==> config.mk <==
export PLATFORM = sky130hd
export DESIGN_NAME = status_mwr_tx
export DESIGN_NICKNAME = d
export VERILOG_FILES = /design/src/rtl/status_mwr_tx_pkg.sv /design/src/rtl/status_mwr_tx_hdr_gen.sv /design/src/rtl/status_mwr_tx.sv
export SDC_FILE = /design/constraint.sdc
export NUM_CORES = 1
export LEC_CHECK = 0
export CORE_ASPECT_RATIO = 1.5
export CORE_MARGIN = 2
export CORE_UTILIZATION = 44
export CTS_CLUSTER_SIZE = 30
export DETAILED_ROUTE_END_ITERATION = 12
export GPL_ROUTABILITY_DRIVEN = 0
export PLACE_DENSITY = 0.81
export REMOVE_ABC_BUFFERS = 1
export SYNTH_ARGS = -nofsm -noshare
export SYNTH_HDL_FRONTEND = slang
export SYNTH_SLANG_ARGS = --single-unit
==> constraint.sdc <==
create_clock -name trn_clk -period 4.72 [get_ports trn_clk]
set_input_delay 0.708 -clock trn_clk [delete_from_list [all_inputs] [get_ports trn_clk]]
set_output_delay 0.708 -clock trn_clk [all_outputs]
set_load 0.05 [all_outputs]
==> src/rtl/status_mwr_tx_pkg.sv <==
// Shared constants, FSM encoding and helpers for the TX memory-write engines.
package status_mwr_tx_pkg;

  // fmt/type byte of a posted memory write, 3DW and 4DW header
  localparam logic [7:0] MEM_WR32_FMT_TYPE = 8'h40;
  localparam logic [7:0] MEM_WR64_FMT_TYPE = 8'h60;
  localparam logic [7:0] MWR32_FMT_TYPE    = MEM_WR32_FMT_TYPE;
  localparam logic [7:0] MWR64_FMT_TYPE    = MEM_WR64_FMT_TYPE;

  localparam logic [9:0] STATUS_LEN_DW = 10'd2;
  localparam logic [7:0] MWR_TAG       = 8'h00;
  localparam logic [3:0] MWR_BE_ALL    = 4'hF;

  typedef enum logic [2:0] {
    StIdle,
    StReq,
    StGrant,
    StB0,
    StB1,
    StB2,
    StDone
  } mwr_state_e;

  // Host payload is little-endian per DW; TRN carries DWs big-endian.
  function automatic logic [31:0] dw_bswap(input logic [31:0] dw);
    return {dw[7:0], dw[15:8], dw[23:16], dw[31:24]};
  endfunction

endpackage

==> src/rtl/status_mwr_tx_hdr_gen.sv <==
// Combinational MWr header builder (DW0..DW3), reusable by other TX engines.
module tlp_mwr_hdr_gen
  import status_mwr_tx_pkg::*;
(
  input  logic        is_64,
  input  logic [15:0] completer_id,
  input  logic [63:2] addr,
  input  logic [9:0]  length,
  output logic [31:0] dw0,
  output logic [31:0] dw1,
  output logic [31:0] dw2,
  output logic [31:0] dw3
);

  // TC/TD/EP/attr all zero; dw3 only meaningful for the 4DW form
  always_comb begin
    dw0 = {(is_64 ? MWR64_FMT_TYPE : MWR32_FMT_TYPE), 8'h00, 6'b000000, length};
    dw1 = {completer_id, MWR_TAG, MWR_BE_ALL, MWR_BE_ALL};
    dw2 = is_64 ? addr[63:32] : {addr[31:2], 2'b00};
    dw3 = is_64 ? {addr[31:2], 2'b00} : 32'h0000_0000;
  end

endmodule

==> src/rtl/status_mwr_tx.sv <==
// Posts a 2-DW status word into host memory as a PCIe MWr TLP on TRN TX.
module status_mwr_tx
  import status_mwr_tx_pkg::*;
#(
  parameter int unsigned POSTED_BUF_BIT = 1,
  parameter bit          FORCE_64BIT    = 1'b0
) (
  input  logic        trn_clk,
  input  logic        reset,
  output logic [63:0] trn_td,
  output logic [7:0]  trn_trem_n,
  output logic        trn_tsof_n,
  output logic        trn_teof_n,
  output logic        trn_tsrc_rdy_n,
  input  logic        trn_tdst_rdy_n,
  input  logic [3:0]  trn_tbuf_av,
  input  logic [15:0] cfg_completer_id,
  input  logic        my_turn,
  output logic        req_ep,
  output logic        driving_interface,
  input  logic        send_status,
  input  logic [63:0] host_addr,
  input  logic [63:0] status_data,
  output logic        status_sent,
  output logic        busy
);

  mwr_state_e  state_q, state_d;
  logic        pend_q, pend_d;
  logic [63:2] pend_addr_q, pend_addr_d;
  logic [63:0] pend_data_q, pend_data_d;
  logic [63:2] work_addr_q, work_addr_d;
  logic [63:0] work_data_q, work_data_d;
  logic [63:0] td_q, td_d;
  logic [7:0]  trem_n_q, trem_n_d;
  logic        sof_n_q, sof_n_d;
  logic        eof_n_q, eof_n_d;
  logic        src_rdy_n_q, src_rdy_n_d;
  logic        req_q, req_d;
  logic        drv_q, drv_d;
  logic        sent_q, sent_d;

  logic        is_64;
  logic [31:0] dw0, dw1, dw2, dw3;
  logic [63:0] beat0, beat1, beat2;
  logic        unused_addr_lsb;

  // DW alignment makes the two address LSBs meaningless
  assign unused_addr_lsb = ^host_addr[1:0];

  assign is_64 = FORCE_64BIT || (work_addr_q[63:32] != 32'h0000_0000);

  tlp_mwr_hdr_gen u_hdr_gen (
    .is_64        (is_64),
    .completer_id (cfg_completer_id),
    .addr         (work_addr_q),
    .length       (STATUS_LEN_DW),
    .dw0          (dw0),
    .dw1          (dw1),
    .dw2          (dw2),
    .dw3          (dw3)
  );

  // Beat payloads: 3DW packs D0 next to the address, 4DW pushes both data DWs to beat2
  always_comb begin
    beat0 = {dw0, dw1};
    beat1 = is_64 ? {dw2, dw3} : {dw2, dw_bswap(work_data_q[31:0])};
    beat2 = is_64 ? {dw_bswap(work_data_q[31:0]), dw_bswap(work_data_q[63:32])}
                  : {dw_bswap(work_data_q[63:32]), 32'h0000_0000};
  end

  // Next-state and registered-output computation
  always_comb begin
    state_d     = state_q;
    pend_d      = pend_q;
    pend_addr_d = pend_addr_q;
    pend_data_d = pend_data_q;
    work_addr_d = work_addr_q;
    work_data_d = work_data_q;
    td_d        = td_q;
    trem_n_d    = trem_n_q;
    sof_n_d     = sof_n_q;
    eof_n_d     = eof_n_q;
    src_rdy_n_d = src_rdy_n_q;
    req_d       = req_q;
    drv_d       = drv_q;
    sent_d      = 1'b0;

    unique case (state_q)
      StIdle: begin
        if (pend_q) begin
          work_addr_d = pend_addr_q;
          work_data_d = pend_data_q;
          pend_d      = 1'b0;
          req_d       = 1'b1;
          state_d     = StReq;
        end
      end
      StReq: begin
        if (my_turn) begin
          req_d   = 1'b0;
          drv_d   = 1'b1;
          state_d = StGrant;
        end
      end
      StGrant: begin
        if (trn_tbuf_av[POSTED_BUF_BIT]) begin
          td_d        = beat0;
          trem_n_d    = 8'h00;
          sof_n_d     = 1'b0;
          src_rdy_n_d = 1'b0;
          state_d     = StB0;
        end
      end
      StB0: begin
        if (!trn_tdst_rdy_n) begin
          td_d    = beat1;
          sof_n_d = 1'b1;
          state_d = StB1;
        end
      end
      StB1: begin
        if (!trn_tdst_rdy_n) begin
          td_d     = beat2;
          trem_n_d = is_64 ? 8'h00 : 8'h0F;
          eof_n_d  = 1'b0;
          state_d  = StB2;
        end
      end
      StB2: begin
        if (!trn_tdst_rdy_n) begin
          td_d        = '0;
          trem_n_d    = 8'h00;
          eof_n_d     = 1'b1;
          src_rdy_n_d = 1'b1;
          state_d     = StDone;
        end
      end
      StDone: begin
        drv_d   = 1'b0;
        sent_d  = 1'b1;
        state_d = StIdle;
      end
      default: state_d = StIdle;
    endcase

    // Capture after the IDLE hand-off so a same-cycle request re-arms the slot (last wins)
    if (send_status) begin
      pend_d      = 1'b1;
      pend_addr_d = host_addr[63:2];
      pend_data_d = status_data;
    end
  end

  // State and output registers with synchronous reset
  always_ff @(posedge trn_clk) begin
    if (reset) begin
      state_q     <= StIdle;
      pend_q      <= 1'b0;
      pend_addr_q <= '0;
      pend_data_q <= '0;
      work_addr_q <= '0;
      work_data_q <= '0;
      td_q        <= '0;
      trem_n_q    <= 8'h00;
      sof_n_q     <= 1'b1;
      eof_n_q     <= 1'b1;
      src_rdy_n_q <= 1'b1;
      req_q       <= 1'b0;
      drv_q       <= 1'b0;
      sent_q      <= 1'b0;
    end else begin
      state_q     <= state_d;
      pend_q      <= pend_d;
      pend_addr_q <= pend_addr_d;
      pend_data_q <= pend_data_d;
      work_addr_q <= work_addr_d;
      work_data_q <= work_data_d;
      td_q        <= td_d;
      trem_n_q    <= trem_n_d;
      sof_n_q     <= sof_n_d;
      eof_n_q     <= eof_n_d;
      src_rdy_n_q <= src_rdy_n_d;
      req_q       <= req_d;
      drv_q       <= drv_d;
      sent_q      <= sent_d;
    end
  end

  assign trn_td            = td_q;
  assign trn_trem_n        = trem_n_q;
  assign trn_tsof_n        = sof_n_q;
  assign trn_teof_n        = eof_n_q;
  assign trn_tsrc_rdy_n    = src_rdy_n_q;
  assign req_ep            = req_q;
  assign driving_interface = drv_q;
  assign status_sent       = sent_q;
  assign busy              = (state_q != StIdle) || pend_q;

endmodule
======== Yosys cells after proc, flatten, opt, wreduce, memory -nomap -nowiden ========
Cells that the tools add are included.
word-level totals
  bits in registers ....................... 334
  bits in latches ......................... 0
  memory bits (writable) .................. 0
  bits in read-only memories .............. 0
  input port bits ......................... 153
  output and inout bits ................... 79
  word-level logic and storage cells ...... 82
  memories ................................ 0
operators by class
  add/sub/neg operators ................... 0
  multiply operators ...................... 0
  divide/modulo/power cells ............... 0
  $lt $le $gt $ge ......................... 0
  equal/unequal tests ..................... 12
  shift operators ......................... 0
  multiplexer cells ....................... 35
  bitwise operators ....................... 0
  reduce and logical (&&, ||, !) cells .... 21
operator list
  operator                                             number
  2-to-1 mux 64 bit                                    5
  case mux 64 bit (4 select lines)                     1
  2-to-1 mux 32 bit                                    2
  nonzero test 32 bit                                  1
  2-to-1 mux 8 bit                                     3
  case mux 8 bit (3 select lines)                      1
  2-to-1 mux 3 bit                                     6
  case mux 3 bit (6 select lines)                      1
  != test 2 bit, second input constant                 6
  AND reduction 3 bit                                  4
  nonzero test 2 bit                                   6
  case mux 1 bit (2 select lines)                      5
  equality test 3 bit, second input constant           3
  2-to-1 mux 1 bit                                     9
  equality test 3 x 2 -> 1 bit, second input constant  2
  2-to-1 mux 6 bit                                     1
  AND reduction 6 bit                                  1
  nonzero test 3 bit                                   2
  AND reduction 5 bit                                  1
  2-to-1 mux 4 bit                                     1
  AND reduction 2 bit                                  2
  AND reduction 4 bit                                  1
  nonzero test 4 bit                                   1
  equality test 3 x 1 -> 1 bit, second input constant  1
  other kinds (2)                                      2

======== Logic depth before layout (Yosys ltp) ========
  depth after elaboration ................. 4
  mapped depth ............................ 8
  gate-level depth less buffers ........... 5

======== Hierarchy ========
A second synthesis with hierarchy kept.
unflattened totals
  cell total of the unflattened synthesis .. 1719
  area total of the unflattened synthesis .. 14976.9 um2
modules (own cells, without submodules)
  module           times used  cells each  area each (um2)
  status_mwr_tx    1           1582        13749.4
  tlp_mwr_hdr_gen  1           137         1227.4

======== Worst setup path after synthesis ========
Ideal clock, no wire load.
  path type ............................... input to register
  from .................................... input port trn_tdst_rdy_n
  to ...................................... register td_q[41] (netlist: trn_td[41])
  arrival time ............................ 1.984 ns
  slack ................................... 2.614 ns
  stages .................................. 7
  path through ............................ clkbuf_1 nor2b_1 o21ai_4 nand2_4 nor2_4 buf_2 a221o_1
on the way
  cells in the longest elaborated chain, start to end .. 2
  elaborated cells between the ends (all ways) .. 4
  those cells by class .................... eq/ne: 3; reduce/logical: 1
ends and longest elaborated chain
  item                               RTL line              source
  from (decl)                        status_mwr_tx.sv:15   input logic trn_tdst_rdy_n,
  != test 2 bit (no line)            --
  AND reduction 5 bit (no line) (*)  --
  to (signal assigned)               status_mwr_tx.sv:179  td_q <= td_d;
  to (decl)                          status_mwr_tx.sv:34   logic [63:0] td_q, td_d;
Mark *: on every way between the ends. The rest lies on a longest branch, timed or not.
A chain may end at the register's enable or synchronous reset.

======== Worst setup path after layout ========
  from .................................... register state_q[1]
  to ...................................... register td_q[32] (netlist: trn_td[32])
on the way
  cells in the longest elaborated chain, start to end .. 3
  elaborated cells between the ends (all ways) .. 11
  those cells by class .................... eq/ne: 8; mux: 1; reduce/logical: 2
ends and longest elaborated chain
  item                                                                 RTL line              source
  from (decl)                                                          status_mwr_tx.sv:28   mwr_state_e state_q, state_d;
  from (signal assigned)                                               status_mwr_tx.sv:158  state_q <= StIdle;
  from (signal assigned)                                               status_mwr_tx.sv:173  state_q <= state_d;
  equality test 3 bit or equality test 3 x 2 -> 1 bit (tied branches)  status_mwr_tx.sv:89   unique case (state_q)
  nonzero test 4 bit (no line) or != test 2 bit (tied branches)        --
  AND reduction 5 bit (no line)                                        --
Several ways; a longest one is shown, not always the timed one.

==> flow_summary.yaml <==
sta:
  clock.fmax_ghz: 0.286
  min_period_ps: 3500
  setup_violations: 0
  tightest_slew_ps: 1190
  rsz0062_at_grt: "no"
  hold_ws_ps: 451
  finalHoldViolCount: 0
  period_share: 0.741
  fin_skew_ps: 9.33
  maxSlewHeadroom: 0.206
  drv_slew: 0
yosys:
  synth_top_area_cell: "dfxtp_1"
  netlist_instances: 1466
  synth_top_area_share: 0.504
  synth_mux_area_frac: 0.105
  yosys.area_share.adder: 0
  synth_edf_count: 0
  synth_xor_area_frac: 0.000674
  synth_common_cells: "327 x dfxtp_1, 286 x nand2_1, 157 x nor2_1"
  ys_ff_latch: 327
  synth_compound_gate_area_share: 0.160
  synth-seq-area-share: 0.504
  synth_top_family_by_area: "simple AND/OR/NAND/NOR gates"
  netlist_top_cells_area: "dfxtp_1 50%, mux2i_1 9.8%, nand2_1 8.3%"
  avgSynthCellArea_um2: 8.86
  async_reset_ff_frac: 0
  synth_ff_type: "dfxtp_1"
  ys_types: 59
  yosys_warnings: 0
  syn-cell-area_um2: 13000
  synthSimpleGateAreaFrac: 0.183
  synth_most_common_cell: "dfxtp_1"
clocking:
  cts_made_buffers: 31
  clk_pin_slew_worst_paths_ps: 60
  cts_sinks: 327
  clkLatencyLatePin_ps: 570
  root_buffer: "clkbuf_16"
  post_cts_buffers: 0
  cts_tree: "done"
  cts.path.max_buffers: 3
  cts.htree.levels: 1
  cts_resized: 0
  postCtsHoldBufs: 0
pwr:
  power.leakage_nw: 6.06
  max-vdd-ir-drop_mv: 0.297
  pwr_density_cell_nw_per_um2: 392
  p_total_mw: 6.40
route:
  drc_errors: 0
  vias: 11200
  wl_per_cell_um: 17.9
  drtAntennaViolNets: 0
  drt-total-wl_mm: 36.3
  first_pass_iters: 5
  drtIter0Drc: 753
  via_per_inst: 5.55
placed_design:
  place_inst: 1965
  place_hpwl_mm: 23.2
  placed_area_um2: 15300
  port_buffers: 222
finish:
  stdcell_area_um2: 16300
  fin_util: 0.558
  final_cells: 2024
  area_growth_pct: 25.7
  drive_above_1_share: 0.0554
  nets: 1756
floorplan:
  start_util: 0.444
  dieHeight_um: 214
  io_pins: 232
  row_count: 77
  die-area_um2: 30900
  core_region_area_um2: 29300
  fp.dieW_um: 144
hold_path:
  hp-class: "reg2reg"
setup_path:
  crit_path_start_kind: "register"
  endpoint_kind: "register"
  cp.arrival_ps: 4000
  r2r_slack_ps: 1220
  critPathKind: "reg2reg"
  cp.required_ps: 5230
  path_max_fanout: 26
run_status:
  outcome: "complete, no violations"
grt:
  overflow: 0
  grt_pass1_wl_mm: 57.5
  grt_usage: 0.231
  grt_pass1_vias: 11100
  grt_max_degree: 118
  antenna_found_initial: 3
job:
  drv_cap: 0
## final cells by class
cell class | count | area, µm²
Clock inverter | 17 | 226
Inverter | 1 | 3.75
Fill cell | 2618 | 13000
Multi-Input combinational cell | 1006 | 5880
Sequential cell | 327 | 6550
Timing Repair Buffer | 236 | 2350
Clock buffer | 39 | 826
Antenna cell | 3 | 7.51
Tap cell | 395 | 494
## per-layer routing
metal,track usage,part of all wire
met1,0.266,0.38
met2,0.394,0.50
met3,0.0406,0.062
met4,0.139,0.058
met5,0,0
## stage by stage
step / setup WS, ps / TNS [ps]
2_1_floorplan: -599 / -19400
3_3_place_gp: 1190 / 0
3_5_place_dp: 1130 / 0
4_1_cts: 1280 / 0
5_1_grt: 1060 / 0
6_report: 1220 / 0
## logic make-up after synthesis
| group | count (synthesis) |
|---|---|
| AO/OA/AOI/OAI | 302 |
| XOR/XNOR | 1 |
| buffers and inverters | 136 |
| flip-flops | 327 |
| multiplexers | 135 |
| other | 1 |
| AND/OR/NAND/NOR | 564 |
## layout by cell type (no fill, tap or decap), types with 3 or more instances in the layout
master and instances:
mux2i_1 127, and3_1 8, a32o_1 13, nand4_1 10, nor4_1 8, a31oi_1 5, o22ai_1 3, nor2b_1 6
bufinv_16 5, conb_1 4, a211o_1 13, o2111ai_1 5, a311o_1 8, nor3_1 33, clkbuf_1 6, dfxtp_1 327
mux2_2 7, nand2b_1 5, a22oi_1 45, clkinv_2 7, nand2_1 285, or2_1 6, buf_4 13, a311oi_1 9
a221o_1 34, nor2_4 3, clkdlybuf4s50_1 220, diode_2 3, a21oi_1 147, nand3_1 25, clkbuf_16 31, nor2_1 157
clkinv_4 3
## where the power goes
| part | total (mW) | internal, mW | switching (mW) |
|---|---|---|---|
| clock network | 2.60 | 1.51 | 1.08 |
| logic | 0.850 | 0.329 | 0.521 |
| registers | 2.96 | 2.88 | 0.0803 |
## sequential cells by signal, indices dropped and copies added (netlist names), 3 cells and up
name         flops
trn_td          64
pend_data_q     64
work_data_q     64
work_addr_q     62
state_q          3
pend_addr_q     62
## worst paths after layout
check / startpoint / end / depth (start not counted)
min: pend_data_q[50]$_SDFFE_PP0P_ / work_data_q[50]$_SDFFE_PP0P_ / 2
max: state_q[1]$_SDFFE_PP0P_ / trn_td[32]$_SDFFE_PP0P_ / 7
max reg2reg: state_q[1]$_SDFFE_PP0P_ / trn_td[32]$_SDFFE_PP0P_ / 7
min reg2reg: pend_data_q[50]$_SDFFE_PP0P_ / work_data_q[50]$_SDFFE_PP0P_ / 2
## critical path: stages (launching register included)
cell      delay [ps]
dfxtp_1          830
nand2b_1         190
buf_4            290
nand2b_1         550
nand2_4          330
nor2_4           730
buf_4            350
a32o_1           150
Note: power is estimated with default switching activity, not from simulation.
